$ cat config.mk
export PLATFORM = sky130hd
export DESIGN_NAME = rx_src_arbiter
export DESIGN_NICKNAME = d
export VERILOG_FILES = /design/src/rtl/rx_src_arbiter_pkg.sv /design/src/rtl/rx_src_arbiter_rr_pick.sv /design/src/rtl/rx_src_arbiter.sv
export SDC_FILE = /design/constraint.sdc
export NUM_CORES = 1
export LEC_CHECK = 0
export BUFFER_PORTS_ARGS = -buffer_cell sky130_fd_sc_hd__buf_2
export CAP_MARGIN = 10
export CELL_PAD_IN_SITES_DETAIL_PLACEMENT = 1
export CELL_PAD_IN_SITES_GLOBAL_PLACEMENT = 1
export CORE_UTILIZATION = 28
export CTS_BUF_LIST = sky130_fd_sc_hd__clkbuf_4 sky130_fd_sc_hd__clkbuf_8
export CTS_CLUSTER_DIAMETER = 150
export DETAILED_ROUTE_END_ITERATION = 6
export HOLD_SLACK_MARGIN = 0.03
export MAX_ROUTING_LAYER = met4
export PLACE_DENSITY = 0.88
export SYNTH_ARGS = -nofsm -noshare
export SYNTH_HDL_FRONTEND = slang
export SYNTH_SLANG_ARGS = --single-unit
$ cat constraint.sdc
create_clock -name clk -period 5.35 [get_ports clk]
set_clock_uncertainty 0.05 [all_clocks]
set_input_delay 0.2675 -clock clk [delete_from_list [all_inputs] [get_ports clk]]
set_output_delay 0.2675 -clock clk [all_outputs]
set_load 0.005 [all_outputs]
$ cat src/rtl/rx_src_arbiter_pkg.sv
// Shared definitions for the receive-source arbiter and its round-robin picker.
//   arb_state_e : FSM encoding (IDLE = 0, LOCK = 1)
//   idx_w()     : width of a source index; never less than 1 bit, so a
//                 single-source build still has a usable grant_id port.
package rx_src_arbiter_pkg;

    typedef enum logic {
        ST_IDLE = 1'b0,
        ST_LOCK = 1'b1
    } arb_state_e;

    function automatic int idx_w(input int n);
        return (n <= 1) ? 1 : $clog2(n);
    endfunction

endpackage

$ cat src/rtl/rx_src_arbiter_rr_pick.sv
// Combinational round-robin picker. It searches req upward from last+1 and
// wraps modulo NUM_SRC, so the source granted last has the lowest priority.
//   req  : request vector, one bit per source
//   last : index of the previously served source
//   any  : at least one request is set
//   idx  : index of the winning request (0 when any == 0)
module rr_pick
    import rx_src_arbiter_pkg::*;
#(
    parameter  int NUM_SRC = 4,
    localparam int IDX_W   = idx_w(NUM_SRC)
) (
    input  logic [NUM_SRC-1:0] req,
    input  logic [IDX_W-1:0]   last,
    output logic               any,
    output logic [IDX_W-1:0]   idx
);

    // base < NUM_SRC and k <= NUM_SRC, so one subtraction is a full modulo.
    function automatic logic [IDX_W-1:0] wrap_add(input logic [IDX_W-1:0] base, input int k);
        int s;
        s = int'(base) + k;
        if (s >= NUM_SRC) s = s - NUM_SRC;
        return s[IDX_W-1:0];
    endfunction

    // The walk runs from the farthest offset to the nearest one. The last
    // hit overwrites the earlier ones, so the closest requester after last wins.
    always_comb begin
        any = 1'b0;
        idx = '0;
        for (int k = NUM_SRC; k >= 1; k--) begin
            if (req[wrap_add(last, k)]) begin
                any = 1'b1;
                idx = wrap_add(last, k);
            end
        end
    end

endmodule

$ cat src/rtl/rx_src_arbiter.sv
// Shares one valid/ready receive port between NUM_SRC senders. Arbitration is
// round-robin. A winner stays locked for up to MAX_BURST beats, or until it
// drops valid. The block stores no data: in LOCK, the valid, data and ready
// paths are pure muxes.
//
// state | meaning
// ------+-----------------------------------------------------------------
// IDLE  | sink idle; pick the next requester after last_grant, one bubble
// LOCK  | grant_id is routed to the sink; count beats until the burst ends
//
// Ports:
//   clk, rst_n : clock, asynchronous active-low reset
//   src_valid  : per-source valid
//   src_data   : source i is at [i*DATA_W +: DATA_W]
//   src_ready  : per-source ready, at most one bit high
//   snk_valid  : valid to the receiver
//   snk_data   : data to the receiver, 0 outside LOCK
//   snk_ready  : ready from the receiver
//   grant_id   : currently locked source (holds its value through IDLE)
//   busy       : high in LOCK
module rx_src_arbiter
    import rx_src_arbiter_pkg::*;
#(
    parameter  int NUM_SRC   = 4,
    parameter  int DATA_W    = 32,
    parameter  int MAX_BURST = 8,
    localparam int IDX_W     = idx_w(NUM_SRC)
) (
    input  logic                      clk,
    input  logic                      rst_n,
    input  logic [NUM_SRC-1:0]        src_valid,
    input  logic [NUM_SRC*DATA_W-1:0] src_data,
    output logic [NUM_SRC-1:0]        src_ready,
    output logic                      snk_valid,
    output logic [DATA_W-1:0]         snk_data,
    input  logic                      snk_ready,
    output logic [IDX_W-1:0]          grant_id,
    output logic                      busy
);

    localparam logic [7:0] LAST_BEAT = 8'(MAX_BURST - 1);

    arb_state_e        state, state_nxt;
    logic [IDX_W-1:0]  grant_nxt;
    logic [IDX_W-1:0]  last_grant, last_nxt;
    logic [7:0]        beat_cnt, beat_nxt;
    logic              pick_any;
    logic [IDX_W-1:0]  pick_idx;
    logic              sel_valid;
    logic [DATA_W-1:0] sel_data;
    logic              hs;

    rr_pick #(.NUM_SRC(NUM_SRC)) u_pick (
        .req  (src_valid),
        .last (last_grant),
        .any  (pick_any),
        .idx  (pick_idx)
    );

    always_comb begin
        sel_valid = 1'b0;
        sel_data  = '0;
        for (int i = 0; i < NUM_SRC; i++) begin
            if (grant_id == IDX_W'(i)) begin
                sel_valid = src_valid[i];
                sel_data  = src_data[i*DATA_W +: DATA_W];
            end
        end
    end

    always_ff @(posedge clk or negedge rst_n) begin
        if (!rst_n) begin
            state      <= ST_IDLE;
            grant_id   <= '0;
            last_grant <= IDX_W'(NUM_SRC - 1);
            beat_cnt   <= '0;
        end else begin
            state      <= state_nxt;
            grant_id   <= grant_nxt;
            last_grant <= last_nxt;
            beat_cnt   <= beat_nxt;
        end
    end

    always_comb begin
        state_nxt = state;
        grant_nxt = grant_id;
        last_nxt  = last_grant;
        beat_nxt  = beat_cnt;
        snk_valid = 1'b0;
        snk_data  = '0;
        src_ready = '0;
        busy      = 1'b0;
        hs        = 1'b0;
        case (state)
            ST_IDLE: begin
                if (pick_any) begin
                    grant_nxt = pick_idx;
                    beat_nxt  = '0;
                    state_nxt = ST_LOCK;
                end
            end
            ST_LOCK: begin
                busy                = 1'b1;
                snk_valid           = sel_valid;
                snk_data            = sel_data;
                src_ready[grant_id] = snk_ready;
                hs                  = sel_valid & snk_ready;
                if (hs && beat_cnt != 8'hFF) beat_nxt = beat_cnt + 8'd1;
                // When valid is low, no beat can be pending, so releasing the
                // grant here cannot drop data.
                if ((hs && beat_cnt == LAST_BEAT) || !sel_valid) begin
                    state_nxt = ST_IDLE;
                    last_nxt  = grant_id;
                end
            end
            default: state_nxt = ST_IDLE;
        endcase
    end

endmodule
# ---- Word-level counts from Yosys, hierarchy flattened
# Cells that the tools add are included.
dict set report totals {
  register_bits 13
  latchBits 0
  mem_bits_rw 0
  rom_bits 0
  input_bits 135
  output_inout_bits 40
  elab_cells 82
  memories 0
}
dict set report op_classes {
  add_sub_neg 9
  n_mul 0
  div 0
  magnitude_cmp 10
  n_eq_ne 7
  n_shift 0
  mux 40
  bitwise_logic 3
  reduce_logical 9
}
# cell n
set op_table {}
lappend op_table {{32-bit two-way mux} 5}
lappend op_table {{1-bit two-way mux} 17}
lappend op_table {{2-bit two-way mux} 8}
lappend op_table {{8-bit two-way mux} 2}
lappend op_table {{8-bit case mux with 2 select lines} 1}
lappend op_table {{2-bit by 3-bit less-than comparator with 1-bit output, second input constant} 5}
lappend op_table {{3-bit >= comparator, second input constant} 3}
lappend op_table {{8-bit by 1-bit adder with 8-bit output, second input constant} 1}
lappend op_table {{1-bit binary-select mux with 2-bit select} 4}
lappend op_table {{8-bit by 3-bit equality test with 1-bit output, second input constant} 1}
lappend op_table {{8-bit inequality test, second input constant} 1}
lappend op_table {{2-bit by 1-bit subtractor with 2-bit output, second input constant} 4}
lappend op_table {{2-bit by 2-bit adder with 3-bit output, second input constant} 2}
lappend op_table {{2-bit AND reduction} 3}
lappend op_table {{2-bit by 3-bit adder with 4-bit output, second input constant} 1}
lappend op_table {{4-bit bitwise AND} 1}
lappend op_table {{2-bit equality test, second input constant} 2}
lappend op_table {{4-bit by 3-bit >= comparator with 1-bit output, second input constant} 1}
lappend op_table {{4-bit two-way mux} 1}
lappend op_table {{2-bit by 1-bit adder with 3-bit output, second input constant} 1}
lappend op_table {{1-bit logical AND} 3}
lappend op_table {{1-bit demux with 2-bit select} 1}
lappend op_table {{2-bit by 1-bit equality test with 1-bit output, second input constant} 1}
lappend op_table {{2-bit by 1-bit >= comparator with 1-bit output, second input constant} 1}
lappend op_table {{8 further kinds} 8}

# ---- Logic depth before layout (Yosys ltp)
dict set report logic_depth {
  ltp_word 11
  mapped_depth 5
  ltp_nobuf 5
}

# ---- Hierarchy
# Synthesis repeated with hierarchy kept, for this count alone.
dict set report unflattened {
  cells_unflattened 169
  area_unflattened_um2 1841.8
}
# mod n_inst cells_each area_per_inst_um2 seq_area_each_um2
set modules_own_cells {}
lappend modules_own_cells {rx_src_arbiter 1 155 1750.4 327.8}
lappend modules_own_cells {rr_pick 1 14 91.3 0.0}

# ---- Worst setup path after synthesis
# OpenSTA, ideal clock, no wires.
dict set report synth_path {
  path_kind {reg2out}
  startpoint {register grant_id[0]}
  endpoint {output snk_data[13]}
  t_arrival_ns 1.524
  t_required_ns 5.033
  path_slack_ns 3.509
  path_stages_with_launch 5
  n_path_buf 2
  path_cell_list {dfrtp_1 -> buf_4 -> buf_2 -> mux4_2 -> and2_1}
}
dict set report synth_between {
  elab_chain_cells 6
  elab_cells_between_ends 9
  classes_between {3 x eq/ne; 5 x mux; 1 x reduce/logical}
}
# item line
set synth_rtl {}
lappend synth_rtl {{start: declaration} rx_src_arbiter.sv:37} ;# output logic [IDX_W-1:0] grant_id,
lappend synth_rtl {{start signal: assignment} rx_src_arbiter.sv:79} ;# grant_id <= grant_nxt;
lappend synth_rtl {{2-bit logical NOT} rx_src_arbiter.sv:64} ;# if (grant_id == IDX_W'(i)) begin
lappend synth_rtl {{32-bit two-way mux (3 in series)} rx_src_arbiter.sv:64}
lappend synth_rtl {{32-bit two-way mux (*)} rx_src_arbiter.sv:64}
lappend synth_rtl {{32-bit two-way mux (*)} rx_src_arbiter.sv:95} ;# case (state)
lappend synth_rtl {{end: declaration} rx_src_arbiter.sv:35} ;# output logic [DATA_W-1:0] snk_data,
# Mark *: on every way between the ends. The rest lies on a longest branch, timed or not.

# ---- Final worst setup path
dict set report layout_path {
  startpoint {register state}
  endpoint {register beat_cnt[7]}
}
dict set report layout_between {
  elab_chain_cells 3
  elab_cells_between_ends 5
  classes_between {2 x eq/ne; 1 x mux; 1 x bitwise; 1 x reduce/logical}
}
# item line
set layout_rtl {}
lappend layout_rtl {{start: declaration} rx_src_arbiter.sv:43} ;# arb_state_e state, state_nxt;
lappend layout_rtl {{start signal: assignment} rx_src_arbiter.sv:78} ;# state <= state_nxt;
lappend layout_rtl {{1-bit inverter} -}
lappend layout_rtl {{2-bit inequality test (no line)} -}
lappend layout_rtl {{2-bit AND reduction (no line)} -}
lappend layout_rtl {{end signal: assignment} rx_src_arbiter.sv:81} ;# beat_cnt <= beat_nxt;
lappend layout_rtl {{end: declaration} rx_src_arbiter.sv:46} ;# logic [7:0] beat_cnt, beat_nxt;
# Parallel ways exist; a longest one is shown, timed or not.
# A chain may end at the register's enable or synchronous reset.

==> qor.yml <==
worst_setup_path:
  rrSetupSlack_ns: 2.75
  worstRegToRegCells: 4
  cp-start-kind: "register"
  path_max_fanout: 42
  end_kind: "register"
  reg2reg_to: "beat_cnt[7]"
  r2r-start: "state"
  worstPathRequired_ns: 5.47
  arrival_ns: 2.72
  crit_type: "register to register"
place:
  io_buffers: 174
  gp_congestion: 0.807
  place_inst: 408
  dpl_cell_area_mm2: 0.00275
  place_ws_ns: 2.73
  dpl.hpwl_um: 5900
yosys:
  synth.area.top_cells: "mux4_2 40%, dfrtp_1 15%, and2_1 12%"
  netlist.top_cell.by_area: "mux4_2"
  synth_nets: 304
  syn_avg_cell_area_um2: 10.9
  synth_cell_types: 38
  synth_top_area_frac: 0.395
  async_flop_share: 1.00
  yosysWarnings: 0
  synth_edf_count: 0
  yosysSeqAreaShare: 0.180
  syn_area_mm2: 0.00182
  ys.flop_type: "dfrtp_1"
  syn_inst: 168
  ys_seq_elements: 13
cells_and_area:
  final_cells: 414
  n_fill_cell: 778
  nets: 474
  syn_to_final_growth_pct: 54.9
  final_cell_mix: "174 x buf_2, 35 x and2_1, 32 x mux4_2"
  drive_above_1_share: 0.662
  stdcell_area_mm2: 0.00282
  antenna_cells: 0
  layout_commonest_cell: "buf_2"
  utilization: 0.447
worst_hold_path:
  holdPathEnd: "grant_id[0]"
  hold_start: "src_valid[0]"
  hold_path.class: "input pin to register"
  holdPathStages: 3
timing:
  fin_hold_ws_ns: 0.342
  min_period_ns: 2.60
  setup_viol: 0
  tns_ns: 0
  tightest_slew_ns: 1.13
  final-hold-violation-count: 0
  fin_crit_sh: 0.486
  slew_headroom: 0.247
  rsz0062_at_grt: "false"
  clock.fmax_ghz: 0.385
  drv_slew: 0
  fin_ws_ns: 2.75
clocking:
  cts_tree: "built"
  path_clk_slew_ns: 0.06
  clock-root-buffer: "clkbuf_8"
  cts_sinks: 13
  cts_buffers: 3
  cts_setup_buffers: 0
  cts.path.max_buffers: 2
  post_cts_resized: 0
  h-tree-depth: 1
  clk_latency_ns: 0.25
die:
  die_height_um: 82.7
  die_w_um: 82.7
  ioPinCount: 175
  placementRows: 29
  die-area_mm2: 0.00684
  start_util: 0.289
  fp.coreArea_mm2: 0.00631
grt:
  grt_max_degree: 43
  grt_pass1_wl_um: 10600
  grt_antenna_before_repair: 0
  track_usage: 0.213
  first_global_vias: 2251
  gr-total-overflow: 0
route:
  vias: 2150
  routedWlPerCell_um: 17.6
  dr.pass1.iters: 4
  drt_iter0_drc: 51
  vias_per_cell: 5.19
  drc: 0
  drtAntennaViolNets: 0
  drt_wl_total_um: 7280
power_and_ir_drop:
  pwr-share-seq: 0.183
  power_mw: 1.17
  cellLeakagePower_nw: 1.42
  p_sw_frac: 0.408
  ir_drop_v: 0.000352
  internal-power_mw: 0.692
  p_clk_frac: 0.081
  p_comb_frac: 0.737
  power_density_mw_per_mm2: 414
  switchingPower_mw: 0.476
status:
  status: "finished clean"
job:
  cap_violations: 0
[cell usage after synthesis, drive strengths merged (5+ instances only)]
master	n
nor2	7
mux4	32
buf	7
o21ai	7
nand2	9
and2	35
dfrtp	11
a21oi	7
clkbuf	5
mux2i	5
[critical path: stages (launching register included)]
cell	delay (ns)
dfrtp_1	1.08
nand3_1	0.37
o22a_1	0.38
a21oi_1	0.40
mux2i_1	0.25
[logic make-up after synthesis]
group / Yosys count / share of synthesized area
compound gates: 27 / 0.0982
buf+inv: 16 / 0.0378
simple gates: 69 / 0.223
xor+xnor: 1 / 0.00481
flops: 13 / 0.180
mux: 41 / 0.450
fa+ha+maj: 1 / 0.00686
[worst max path at each step]
stage,startpoint,to,slack [ns]
2_1_floorplan,grant_id[0],snk_data[13],3.51
3_3_place_gp,grant_id[0],beat_cnt[3],2.86
3_5_place_dp,grant_id[0],beat_cnt[7],2.73
4_1_cts,grant_id[0],snk_data[31],2.62
5_1_grt,state,beat_cnt[7],2.48
6_report,state,beat_cnt[7],2.75
[power groups by stage]
stage	clock, mW	sequential [mW]	combinational (mW)
2_1_floorplan	0	0.157	0.612
3_3_place_gp	0	0.267	0.763
3_5_place_dp	0	0.277	0.796
4_1_cts	0.0961	0.274	0.802
5_1_grt	0.103	0.228	0.952
6_report	0.0941	0.214	0.860
[cell type report]
type                       count  area (µm²)  area share
clock buffer                   4        48.8      0.0173
inverter                       4        15.0     0.00532
multi-input combinational    139        1430       0.505
sequential                    13         329       0.117
tap                           77        96.3      0.0341
timing repair buffer         177         908       0.322
[metal layers]
metal / wire length [µm] / global-route usage / share of wire
met2: 4010 / 0.407 / 0.55
met5: 0 / - / 0
met4: 121 / 0.0621 / 0.017
met3: 509 / 0.0231 / 0.070
met1: 2640 / 0.227 / 0.36
[sequential cells by signal, summed over array words and instances, names as in the netlist]
register	cells
beat_cnt	8
grant_id	2
last_grant	2
state	1
[timing repair]
| action | in CTS | in global routing |
|---|---|---|
| hold buffers | 1 | 0 |
| setup endpoints to repair | 0 | 0 |
| endpoints found under the hold margin | 11 | 0 |
Note: power is estimated with default switching activity, not from simulation.
